==> src/rtl/game_spawn_pkg.sv <==
// Shared types and constants for the sprite spawn scheduler.
// Covers the FSM state encoding, the LFSR polynomial and the candidate coordinate slices.
package game_spawn_pkg;

    typedef enum logic [1:0] {StIdle, StDraw, StWrite, StDone} spawn_state_e;

    localparam int unsigned LfsrWidth = 16;
    localparam int unsigned LfsrTap0 = 15;
    localparam int unsigned LfsrTap1 = 13;
    localparam int unsigned LfsrTap2 = 12;
    localparam int unsigned LfsrTap3 = 10;
    localparam logic [LfsrWidth-1:0] LfsrDefaultSeed = 16'hACE1;

    // Candidate x is the low 10 bits; candidate y is the top 7 bits, zero-extended.
    localparam int unsigned XcMsb = 9;
    localparam int unsigned XcLsb = 0;
    localparam int unsigned YcMsb = 15;
    localparam int unsigned YcLsb = 9;

    function automatic logic [LfsrWidth-1:0] lfsr_next(input logic [LfsrWidth-1:0] l);
        return {l[LfsrWidth-2:0], l[LfsrTap0] ^ l[LfsrTap1] ^ l[LfsrTap2] ^ l[LfsrTap3]};
    endfunction

endpackage

==> src/rtl/lfsr16.sv <==
// Free-running 16-bit Fibonacci LFSR that shifts left every cycle.
// A zero seed would lock the register, so the default seed is used in its place.
module lfsr16 import game_spawn_pkg::*; #(
    parameter logic [LfsrWidth-1:0] SEED = LfsrDefaultSeed
) (
    input  logic                 clk,
    input  logic                 rst,
    output logic [LfsrWidth-1:0] state_o
);

    localparam logic [LfsrWidth-1:0] ResetVal = (SEED == '0) ? LfsrDefaultSeed : SEED;

    logic [LfsrWidth-1:0] lfsr_q, lfsr_d;

    always_comb begin
        lfsr_d = lfsr_next(lfsr_q);
    end

    always_ff @(posedge clk or posedge rst) begin
        if (rst) begin
            lfsr_q <= ResetVal;
        end else begin
            lfsr_q <= lfsr_d;
        end
    end

    assign state_o = lfsr_q;

endmodule

==> src/rtl/sprite_spawn_scheduler.sv <==
// Walks the enabled sprites in ascending order and loads each one with a random spawn point.
// Rejected draws are retried a bounded number of times before falling back to the window corner.
module sprite_spawn_scheduler import game_spawn_pkg::*; #(
    parameter int unsigned       N_SPRITES = 4,
    parameter int unsigned       X_MIN     = 0,
    parameter int unsigned       X_MAX     = 608,
    parameter int unsigned       Y_MIN     = 0,
    parameter int unsigned       Y_MAX     = 120,
    parameter logic signed [1:0] DY        = 2'sb01,
    parameter int unsigned       MAX_RETRY = 7,
    parameter logic [15:0]       SEED      = 16'hACE1
) (
    input  logic                 clk,
    input  logic                 rst,
    input  logic                 start,
    input  logic [N_SPRITES-1:0] mask,
    output logic                 busy,
    output logic                 done,
    output logic [N_SPRITES-1:0] write_xy,
    output logic [N_SPRITES-1:0] write_dxy,
    output logic [9:0]           x,
    output logic [9:0]           y,
    output logic [1:0]           dx,
    output logic [1:0]           dy
);

    localparam int unsigned IdxW = (N_SPRITES > 1) ? $clog2(N_SPRITES) : 1;

    spawn_state_e         state_q, state_d;
    logic [N_SPRITES-1:0] mask_q, mask_d;
    logic [IdxW-1:0]      idx_q, idx_d;
    logic [3:0]           retry_q, retry_d;
    logic [9:0]           x_q, x_d, y_q, y_d;
    logic [1:0]           dx_q, dx_d, dy_q, dy_d;
    logic                 busy_q, busy_d, done_q, done_d;
    logic [N_SPRITES-1:0] wr_q, wr_d;

    logic [LfsrWidth-1:0] lfsr;
    logic [9:0]           x_c, y_c;
    logic [31:0]          x_off, y_off;
    logic                 in_win;
    logic [IdxW-1:0]      first_set, next_set;
    logic                 next_found;

    lfsr16 #(
        .SEED (SEED)
    ) u_lfsr (
        .clk     (clk),
        .rst     (rst),
        .state_o (lfsr)
    );

    assign x_c = lfsr[XcMsb:XcLsb];
    assign y_c = {3'b000, lfsr[YcMsb:YcLsb]};

    // Offsets wrap to huge values below the minimum, so one compare covers both bounds.
    always_comb begin
        x_off  = 32'(x_c) - X_MIN;
        y_off  = 32'(y_c) - Y_MIN;
        in_win = (x_off <= (X_MAX - X_MIN)) && (y_off <= (Y_MAX - Y_MIN));
    end

    // Descending scan so the last hit is the lowest qualifying index.
    always_comb begin
        first_set  = '0;
        next_set   = '0;
        next_found = 1'b0;
        for (int i = N_SPRITES - 1; i >= 0; i--) begin
            if (mask[i]) begin
                first_set = IdxW'(i);
            end
            if (mask_q[i] && (i > int'(idx_q))) begin
                next_set   = IdxW'(i);
                next_found = 1'b1;
            end
        end
    end

    always_comb begin
        state_d = state_q;
        mask_d  = mask_q;
        idx_d   = idx_q;
        retry_d = retry_q;
        x_d     = x_q;
        y_d     = y_q;
        dx_d    = dx_q;
        dy_d    = dy_q;
        unique case (state_q)
            StIdle: begin
                if (start) begin
                    mask_d = mask;
                    if (mask == '0) begin
                        state_d = StDone;
                    end else begin
                        idx_d   = first_set;
                        retry_d = 4'd0;
                        state_d = StDraw;
                    end
                end
            end
            StDraw: begin
                if (in_win || (retry_q == 4'(MAX_RETRY))) begin
                    x_d     = in_win ? x_c : 10'(X_MIN);
                    y_d     = in_win ? y_c : 10'(Y_MIN);
                    dx_d    = lfsr[0] ? 2'b01 : 2'b11;
                    dy_d    = DY;
                    state_d = StWrite;
                end else begin
                    retry_d = retry_q + 4'd1;
                end
            end
            StWrite: begin
                if (next_found) begin
                    idx_d   = next_set;
                    retry_d = 4'd0;
                    state_d = StDraw;
                end else begin
                    state_d = StDone;
                end
            end
            StDone: begin
                state_d = StIdle;
            end
            default: begin
                state_d = StIdle;
            end
        endcase

        // Outputs are decoded from the next state and registered alongside it.
        busy_d = (state_d != StIdle);
        done_d = (state_d == StDone);
        for (int i = 0; i < N_SPRITES; i++) begin
            wr_d[i] = (state_d == StWrite) && (idx_d == IdxW'(i));
        end
    end

    always_ff @(posedge clk or posedge rst) begin
        if (rst) begin
            state_q <= StIdle;
            mask_q  <= '0;
            idx_q   <= '0;
            retry_q <= 4'd0;
            x_q     <= 10'd0;
            y_q     <= 10'd0;
            dx_q    <= 2'd0;
            dy_q    <= 2'd0;
            busy_q  <= 1'b0;
            done_q  <= 1'b0;
            wr_q    <= '0;
        end else begin
            state_q <= state_d;
            mask_q  <= mask_d;
            idx_q   <= idx_d;
            retry_q <= retry_d;
            x_q     <= x_d;
            y_q     <= y_d;
            dx_q    <= dx_d;
            dy_q    <= dy_d;
            busy_q  <= busy_d;
            done_q  <= done_d;
            wr_q    <= wr_d;
        end
    end

    assign busy      = busy_q;
    assign done      = done_q;
    assign write_xy  = wr_q;
    assign write_dxy = wr_q;
    assign x         = x_q;
    assign y         = y_q;
    assign dx        = dx_q;
    assign dy        = dy_q;

endmodule
==> config.mk <==
export PLATFORM = sky130hd
export DESIGN_NAME = sprite_spawn_scheduler
export DESIGN_NICKNAME = d
export VERILOG_FILES = /design/src/rtl/game_spawn_pkg.sv /design/src/rtl/lfsr16.sv /design/src/rtl/sprite_spawn_scheduler.sv
export SDC_FILE = /design/constraint.sdc
export NUM_CORES = 1
export LEC_CHECK = 0
export ABC_CLOCK_PERIOD_IN_PS = 1620
export BUFFER_PORTS_ARGS = -buffer_cell sky130_fd_sc_hd__buf_2
export CAP_MARGIN = 20
export CORE_MARGIN = 1.5
export CORE_UTILIZATION = 49
export DETAILED_ROUTE_END_ITERATION = 7
export PLACE_DENSITY_LB_ADDON = 0.1
export SETUP_SLACK_MARGIN = 0.2
export SYNTH_ARGS = -nofsm -noshare
export SYNTH_HDL_FRONTEND = slang
export SYNTH_SLANG_ARGS = --single-unit
==> constraint.sdc <==
create_clock -name clk -period 1.62 [get_ports clk]
set_clock_uncertainty 0.05 [all_clocks]
set_input_delay 0.081 -clock clk [delete_from_list [all_inputs] [get_ports clk]]
set_output_delay 0.081 -clock clk [all_outputs]
set_load 0.1 [all_outputs]
* After elaboration in Yosys (flattened, before gate mapping)
Index checks and enable logic that the tools add are counted.
** Word-level totals
- Output and inout bits :: 34
- Input port bits :: 7
- Word-level logic and storage cells :: 78
- Register bits :: 57
** Cells by class
- Equal/unequal tests :: 13
- Magnitude comparators :: 5
- Bitwise logic cells :: 3
- Muxes and demuxes :: 27
- Add/sub/neg operators :: 1
- Reductions and logical operators :: 17
** Operator list (count)
- 2-to-1 mux 2 bit :: 15
- 2-to-1 mux 4 bit :: 4
- equality test 2 bit, second input constant :: 6
- case mux 4 bit (3 select lines) :: 1
- <= comparator 10 bit, second input constant :: 1
- 2-to-1 mux 10 bit :: 1
- logical AND 1 bit :: 8
- != test 2 bit, second input constant :: 4
- case mux 2 bit (4 select lines) :: 1
- <= comparator 7 bit, second input constant :: 1
- 2-to-1 mux 7 bit :: 1
- AND reduction 5 bit :: 1
- adder 4 x 1 -> 4 bit, second input constant :: 1
- equality test 2 x 1 -> 1 bit, second input constant :: 2
- equality test 4 x 3 -> 1 bit, second input constant :: 1
- > comparator 2 bit, first input constant :: 2
- zero test 2 bit :: 2
- zero test 4 bit :: 1
- case mux 2 bit (2 select lines) :: 1
- AND reduction 2 bit :: 2
- 2-to-1 mux 1 bit :: 3
- nonzero test 3 bit :: 1
- XOR 1 bit :: 3
- > comparator 1 x 2 -> 1 bit, first input constant :: 1
- 2 further kinds :: 2

* Longest topological paths before layout
Gate-level depths: netlist of the first run.
- Depth in word-level cells :: 9
- Mapped depth :: 7
- Gate-level depth less buffers :: 6

* Modules after synthesis
A second synthesis of the first run with hierarchy kept.
** Unflattened totals
- Cells, all modules :: 216
- Area, all modules :: 2267.2 um^2
** Modules (own cells, without submodules)
- sprite_spawn_scheduler :: cells each 181, area each 1714.1 um^2, times used 1
- lfsr16 :: cells each 35, area each 553.0 um^2, times used 1

* Least setup slack after synthesis of the first run
Ideal clock, no wire load.
- Kind :: flip-flop to flip-flop
- Start :: reg retry_q[0]
- End :: reg retry_q[3]
- Period minus slack after synthesis :: 1760 ps
- Cell stages (with the launch flop) :: 7
- Data required time :: 1501 ps
- Arrival :: 1641 ps
- Slack :: -140 ps
- Cell sequence :: dfrtp_1 -> ha_1 -> and3b_2 -> a211oi_4 -> nor2_2 -> or4_1 -> nand3_1
** On the way
- Word-level cells in the longest chain between the ends :: 4
- Elaborated cells between the ends (all ways) :: 7
- Classes of those cells :: add/sub: 1; eq/ne: 2; mux: 2; reduce/logical: 2
** Ends and longest elaborated chain
- start, declared :: RTL line sprite_spawn_scheduler.sv:32 : logic [3:0] retry_q, retry_d;
- start signal, assigned :: RTL line sprite_spawn_scheduler.sv:154 : retry_q <= retry_d;
- branches (longest 4 deep; another with adder 4 x 1 -> 4 bit)
Several ways; the timed one is not identified. The select of a mux whose other input is x is not followed.
A chain may end at the register's enable or synchronous reset.

* Final worst setup path of the first run
- Start :: reg retry_q[0]
- End :: reg x_q[5], in the netlist x[5]
** On the way
- Word-level cells in the longest chain between the ends :: 3
** Ends and longest elaborated chain
- equality test 4 x 3 -> 1 bit :: RTL line sprite_spawn_scheduler.sv:102 : if (in_win || (retry_q == 4'(MAX_RETRY))) begin
- logical OR 1 bit :: RTL line sprite_spawn_scheduler.sv:102
- AND reduction 2 bit (no line)
- end signal, assigned :: RTL line sprite_spawn_scheduler.sv:143 : x_q <= 10'd0;
- end signal, assigned :: RTL line sprite_spawn_scheduler.sv:155 : x_q <= x_d;
- end, declared :: RTL line sprite_spawn_scheduler.sv:33 : logic [9:0] x_q, x_d, y_q, y_d;
No other way between the ends.

==> results of run 1 <==
flip-flops by register name, indices dropped and copies added, names as in the netlist, 2 cells and up:
name and flops:
dx 2, state_q 2, u_lfsr.state_o 16, retry_q 4
idx_q 2, x 9, y 7, write_dxy 4
mask_q 3
cells in the mapped netlist, drive strengths merged:
library cell / n / share of area, %
inv: 6 / 1.1
nor3: 6 / 2.4
or2: 1 / 0.30
clkbuf: 1 / 0.18
mux2: 3 / 1.6
xnor2: 2 / 0.83
and3: 1 / 0.30
dfstp: 8 / 10
buf: 15 / 5.3
o21ai: 12 / 2.8
or3: 2 / 0.83
nor4: 1 / 0.30
nor2: 7 / 1.4
a31oi: 1 / 0.30
nand2: 5 / 0.89
a221o: 1 / 0.47
nor2b: 5 / 1.5
a211oi: 2 / 1.9
a22o: 16 / 6.6
dfrtp: 43 / 51
a221oi: 1 / 0.42
o221ai: 1 / 0.42
o22ai: 1 / 0.59
nand2b: 5 / 1.5
or4: 2 / 0.71
and3b: 1 / 0.47
ha: 1 / 0.59
nor3b: 1 / 0.36
o211ai: 1 / 0.36
conb: 1 / 0.18
nand3: 3 / 0.71
a21oi: 8 / 1.9
nand4: 2 / 0.59
xor2: 1 / 0.42
or3b: 1 / 0.42
o21a: 1 / 0.36
cell families (layout without fill, tap and decap cells):
group,after synthesis,count (layout)
DFF,51,51
AOI/OAI and AO/OA,45,45
and+or+nand+nor,43,43
buffers and inverters,22,89
xor gates and xnor gates,3,3
muxes,3,3
adders and majority gates,1,1
other,1,4
metrics by stage:
step	hold WS, ps	TNS, ps	power [mW]	std cells	setup slack, ps
after global placement	87.51	-3480	3.504	275	-171.3
after floorplan	181.4	-1761	3.199	172	-100.6
after detailed placement	98.64	-5398	3.546	275	-259.8
final	9.457	-4140	4.570	289	-189.3
after CTS	3.557	-4494	4.456	288	-195.0
after global routing	13.21	-6004	4.788	289	-268.3
critical path, cell delays in order (launching register included):
cell and delay, ps:
sky130_fd_sc_hd__dfrtp_1 370, sky130_fd_sc_hd__ha_2 190, sky130_fd_sc_hd__and3b_2 250, sky130_fd_sc_hd__a211oi_4 70, sky130_fd_sc_hd__or3_4 490, sky130_fd_sc_hd__a22o_1 280
layer usage:
metal,share of wire [%],up-vias
met5,0,-
met4,1.9,0
met3,4.8,9
met2,48,59
met1,45,756
li1,-,725
power by group through the flow:
stage	sequential, mW	combinational (mW)	clock [mW]
5_1_grt	1.58	2.37	0.833
4_1_cts	1.55	2.12	0.790
6_report	1.56	2.25	0.767
3_3_place_gp	1.57	1.94	0
3_5_place_dp	1.57	1.98	0
2_1_floorplan	2.07	1.13	0
final cells by class:
| cell class | count | share of cell area, % |
|---|---|---|
| clock buffer | 5 | 2.508 |
| clock inverter | 3 | 0.9576 |
| inverter | 6 | 0.8208 |
| multi-input combinational | 99 | 27.82 |
| sequential | 51 | 47.20 |
| tap | 50 | 2.280 |
| timing repair buffer | 75 | 18.42 |
final timing paths:
check | end | slack, ps | depth (start not counted)
min in group asynchronous | u_lfsr.state_o[8] | 300 | 4
max reg2reg | x[5] | -190 | 5
min | mask_q[2] | 9 | 2
max in group asynchronous | u_lfsr.state_o[0] | 940 | 4
min reg2reg | u_lfsr.state_o[6] | 340 | 0
max | x[5] | -190 | 5
timing repair:
action                                  CTS  global route
setup buffers                             3             1
endpoints found under the setup margin   32            33
pin swaps                                 3             4
hold buffers                              2             0
gates resized for setup                   9            10
hold endpoints to repair                 44             0
==> out/metrics.yaml, run 1 <==
post_synth_num_cell_types: 44
avgRoutedWirePerCell_um: 15.51
final.min_clock_period_ps: 1809
grt_start_max_net_pins: 52
fraction_of_the_mapped_netlist_area_in_compound_gates_pct: 16.19
gr-max-usage-layer: "met2"
synth_top_family_by_area: "compound AO/OA/AOI/OAI gates"
critical_path_class: "reg2reg"
nature_of_the_critical_path_endpoint: "flip-flop"
share_seq_of_total_power_pct: 34.1
area_growth_syn_to_layout_pct: 30.07
min_from: "mask[2]"
cts_made_buffers: 5
ios: 41
syn_avg_cell_area_um2: 12.48
timing.hold.worst.class: "in2reg"
ant_nets: 0
detail_route.first_pass.iterations: 4
power_per_cell_area_nw_per_um2: 1665
grt_util_met2_pct: 34.50
yosysSeqAreaShare_pct: 60.97
worst_setup_hold_path_clk_slew_ps: 100
cp-startpoint: "retry_q[0]"
cts_max_level: 2
clkLatencyLatePin_ps: 310
final_max_slew_viol_count: 0
groute.layer.met1.usage_pct: 27.52
yosys_register_bits: 51
viasPerCell: 5.360
worst_setup_path_start_kind: "flip-flop"
floorplan.initialDensity_pct: 51.99
final-hold-violation-count: 0
drt-total-wl_um: 4481
power_leakage_nw: 1.329
finalCoreUtilization_pct: 67.62
nNetsFinal: 246
net-switching-power_mw: 2.118
die_x_um: 68.62
layout-drive-gt1-share_pct: 51.46
die_area_um2: 4708
grtUsageTotal_pct: 21.26
via_count: 1549
ir_drop_v: 0.0009933
place.port_buffers: 36
crit_fanout: 20
detail_route.drc_violations: 0
diodes: 0
ff_latch_area_um2: 1295
synth_xor_xnor_area_share_pct: 1.246
cts_tree: "yes"
final_cell_mix: "36 x sky130_fd_sc_hd__dfrtp_1, 36 x sky130_fd_sc_hd__buf_2, 32 x sky130_fd_sc_hd__buf_4"
worst_slew_margin_rel_pct: 55.27
worst_r2r_startpoint: "retry_q[0]"
clk_root_buffer_cell: "sky130_fd_sc_hd__clkbuf_8"
num-fill-cells: 300
post_synth_mux_area_share_pct: 1.601
grt_first_pass_wirelength_um: 7231
worst_margin_slew_ps: 664.8
internal_power_mw: 2.451
post_synth_instance_area_um2: 2110
max_cap_viol_count: 0
status: "finished, violations left"
switching_share_pct: 46.36
synth_simple_gate_area_share_pct: 12.63
crit_arrival_ps: 1970
multiInputGateArea_um2: 763.2
postLayoutCellArea_um2: 2744
failing_checks: "setup timing"
drt_first_iter_violations: 96
antenna_found_initial: 0
setup-violations-final: 31
post_dp_cell_area_um2: 2521
ys_warns: 0
comb_power_share_pct: 49.1
fp-row-count: 23
gp_congestion: 0.8428
layout_worst_path_cycle_share_pct: 111.7
fp.coreArea_um2: 4058
required_ps: 1780
layout_setup_ws_ps: -189.3
die_y_um: 68.62
grt_util_met3_pct: 4.221
number_of_standard_cells_after_synthesis: 169
timing.fmax_mhz: 552.7
unrepaired_setup_endpoints_after_global_routing: "yes"
via_count_of_the_first_global_routing_pass: 1511
grt.overflow.total: 0
pwr-share-clk_pct: 16.8
post_synthesis_adder_cell_area_fraction_pct: 0.5931
post-dp-hpwl_um: 3055
largest_buffer_count_on_any_clock_path: 2
clkSinkCount: 51
No activity file was read; power rests on OpenSTA's default activity.
==> run 2: changes to the inputs <==
- ABC_CLOCK_PERIOD_IN_PS: 1620 -> 1600
- clock period: 1.62 -> 1.6 ns (I/O delays scaled with it)
==> run 2 against run 1 <==
The flow still finishes with violations (setup timing); non-clock buffer count is 5 higher; final cell count is 1.7% higher; first-iteration DRC count is 20% higher; via count is 0.45% higher; critical path depth is 1 higher; sequential power hardly changed; power is 5.0% higher; register-to-register slack worse by 50 ps; largest cell class unchanged; largest power group unchanged.
==> out/metrics.yaml, run 2 (synthesis results as in run 1) <==
grt.overflow.total: 0  # unchanged
viasPerCell: 5.293  # was 5.360
place.port_buffers: 36  # unchanged
critical_path.cell_chain: "ha_2 -> and3b_2 -> a211oi_4 -> o21ai_1 -> or3_1 -> o21ai_1"  # was ha_2 -> and3b_2 -> a211oi_4 -> or3_4 -> a22o_1
cts_tree: "yes"  # unchanged
grt_first_pass_wirelength_um: 7258  # was 7231 µm
gr-max-usage-layer: "met2"  # unchanged
final-hold-violation-count: 0  # unchanged
grt_util_met2_pct: 32.57  # was 34.50%
worst_r2r_startpoint: "retry_q[1]"  # was retry_q[0]
cpPeakStageDelay_ps: 400  # was 490 ps
floorplan.initialDensity_pct: 51.99  # unchanged
post-dp-hpwl_um: 2914  # was 3055 µm
power_per_cell_area_nw_per_um2: 1690  # was 1665 nW/µm²
crit_fanout: 5  # was 20
max_cap_viol_count: 0  # unchanged
layout-drive-gt1-share_pct: 53.28  # was 51.46%
fp.coreArea_um2: 4058  # unchanged
post_dp_cell_area_um2: 2529  # was 2521 µm²
placed_cells_incl_taps: 276  # was 275
grt_util_met3_pct: 4.221  # unchanged
holdWs_ps: 7.675  # was 9.457 ps
detail_route.drc_violations: 0  # unchanged
ir_drop_v: 0.001144  # was 0.0009933 V
num-fill-cells: 280  # was 300
cts_max_level: 2  # unchanged
clkLatencyLatePin_ps: 310  # about the same
via_count_of_the_first_global_routing_pass: 1549  # was 1511
clkSinkCount: 51  # unchanged
via_count: 1556  # was 1549
detail_route.first_pass.iterations: 4  # unchanged
fp-row-count: 23  # unchanged
final_cell_mix: "38 x sky130_fd_sc_hd__buf_4, 36 x sky130_fd_sc_hd__buf_2, 35 x sky130_fd_sc_hd__dfrtp_1"  # was 36 x sky130_fd_sc_hd__dfrtp_1, 36 x sky130_fd_sc_hd__buf_2, 32 x sky130_fd_sc_hd__buf_4
worst_setup_path_endpoint: "retry_q[2]"  # was x[5]
antenna_found_initial: 0  # unchanged
final.min_clock_period_ps: 1839  # was 1809 ps
die_x_um: 68.62  # unchanged
timing.fmax_mhz: 543.9  # was 552.7 MHz
worst_margin_slew_ps: 648.1  # was 664.8 ps
worst-path-buf-inv: 0  # unchanged
die_y_um: 68.62  # unchanged
grtUsageTotal_pct: 21.15  # was 21.26%
power_leakage_nw: 1.390  # was 1.329 nW
critical_path_depth: 6  # was 5
clk_root_buffer_cell: "sky130_fd_sc_hd__clkbuf_8"  # unchanged
largest_register_ff_count: 16  # unchanged
setup-tns-final_ps: -4537  # was -4140 ps
area_growth_syn_to_layout_pct: 34.52  # was 30.07%
ios: 41  # unchanged
grt_start_max_net_pins: 52  # unchanged
timing.hold.worst.class: "in2reg"  # unchanged
drt-total-wl_um: 4383  # was 4481 µm
gp_congestion: 0.8487  # was 0.8428
avgRoutedWirePerCell_um: 14.91  # was 15.51 µm
cts_made_buffers: 5  # unchanged
ant_nets: 0  # unchanged
worst_setup_path_start_kind: "flip-flop"  # unchanged
final_max_slew_viol_count: 0  # unchanged
die_area_um2: 4708  # unchanged
drt_first_iter_violations: 115  # was 96
status: "finished, violations left"  # unchanged
reg2reg_setup_slack_ps: -240  # was -190 ps
failing_checks: "setup timing"  # unchanged
critical-path-top-cell-by-count: "sky130_fd_sc_hd__o21ai_1"
layout_commonest_cell: "sky130_fd_sc_hd__buf_4"
totalPowerFinal_mw: 4.797  # was 4.570 mW
worst_slew_margin_rel_pct: 56.40  # was 55.27%
r2r.worst_path.cells: 6  # was 5
layout_worst_path_cycle_share_pct: 114.9  # was 111.7%
cp-startpoint: "retry_q[1]"  # was retry_q[0]
largest_buffer_count_on_any_clock_path: 2  # unchanged
groute.layer.met1.usage_pct: 28.98  # was 27.52%
required_ps: 1790  # was 1780 ps
unrepaired_setup_endpoints_after_global_routing: "yes"  # unchanged
critPathSlowestCell: "sky130_fd_sc_hd__dfrtp_1"  # was sky130_fd_sc_hd__or3_4
nNetsFinal: 251  # was 246
setup-violations-final: 26  # was 31
critical_path_class: "reg2reg"  # unchanged
post-place-ws_ps: -283.8  # was -259.8 ps
cpLargestDelayFamily: "simple AND/OR/NAND/NOR gates"  # unchanged
crit-reg2reg-capture: "retry_q[2]"  # was x[5]
postLayoutCellArea_um2: 2838  # was 2744 µm²
fin_cells: 294  # was 289
diodes: 0  # unchanged
crit_arrival_ps: 2030  # was 1970 ps
nature_of_the_critical_path_endpoint: "flip-flop"  # unchanged
worst_setup_hold_path_clk_slew_ps: 90  # was 100 ps
finalCoreUtilization_pct: 69.94  # was 67.62%
layout_setup_ws_ps: -238.6  # was -189.3 ps
run 2: cell types whose count changed in the layout (fill, tap and decap cells not counted), moves of 2 or more:
cell | previous run | this run
sky130_fd_sc_hd__mux2_2 | 3 | 0
sky130_fd_sc_hd__mux2_4 | 0 | 3
sky130_fd_sc_hd__buf_4 | 32 | 38
sky130_fd_sc_hd__o21ai_0 | 8 | 6
run 2: worst min-delay path by stage:
stage,from,end,slack (ps),depth (start not counted)
final,mask[2],mask_q[2],8,2
after global routing,mask[2],mask_q[2],7,2
after CTS,mask[2],mask_q[2],0.6,2
after detailed placement,rst,write_dxy[3],100,3
after global placement,rst,mask_q[1],90,3
after floorplan,mask[1],mask_q[1],180,1
run 2: where the power goes:
group	internal (mW)	switching (mW)	total, mW
sequential	1.46	0.125	1.59
clock	0.514	0.430	0.944
combinational	0.697	1.57	2.27
total	2.67	2.12	4.80
run 2: repair_timing:
item,CTS,global route
endpoints found under the setup margin,33,33
setup buffers,3,5
resized for setup,14,12
pin swaps,7,0
hold endpoints to repair,44,0
hold buffers,2,0
run 2: layer usage:
layer | vias up | part of all wire, %
li1 | 728 | -
met1 | 769 | 47
met4 | 0 | 1.5
met5 | - | 0
met2 | 52 | 46
met3 | 7 | 4.5
run 2: area by class of cell:
type	instances	area, µm²	area share, %
Inverter	6	22.52	0.7937
Clock inverter	2	38.79	1.367
Timing Repair Buffer	80	539.3	19.00
Clock buffer	6	82.58	2.910
Multi-Input combinational cell	99	795.8	28.04
Sequential cell	51	1296	45.68
Tap cell	50	62.56	2.205
run 2: worst register-to-register path: cells and delay by family (launching register included):
family	cells	cell delay, ps
DFF	1	400
and+or+nand+nor	2	580
AOI/OAI and AO/OA	3	540
adders and majority gates	1	200
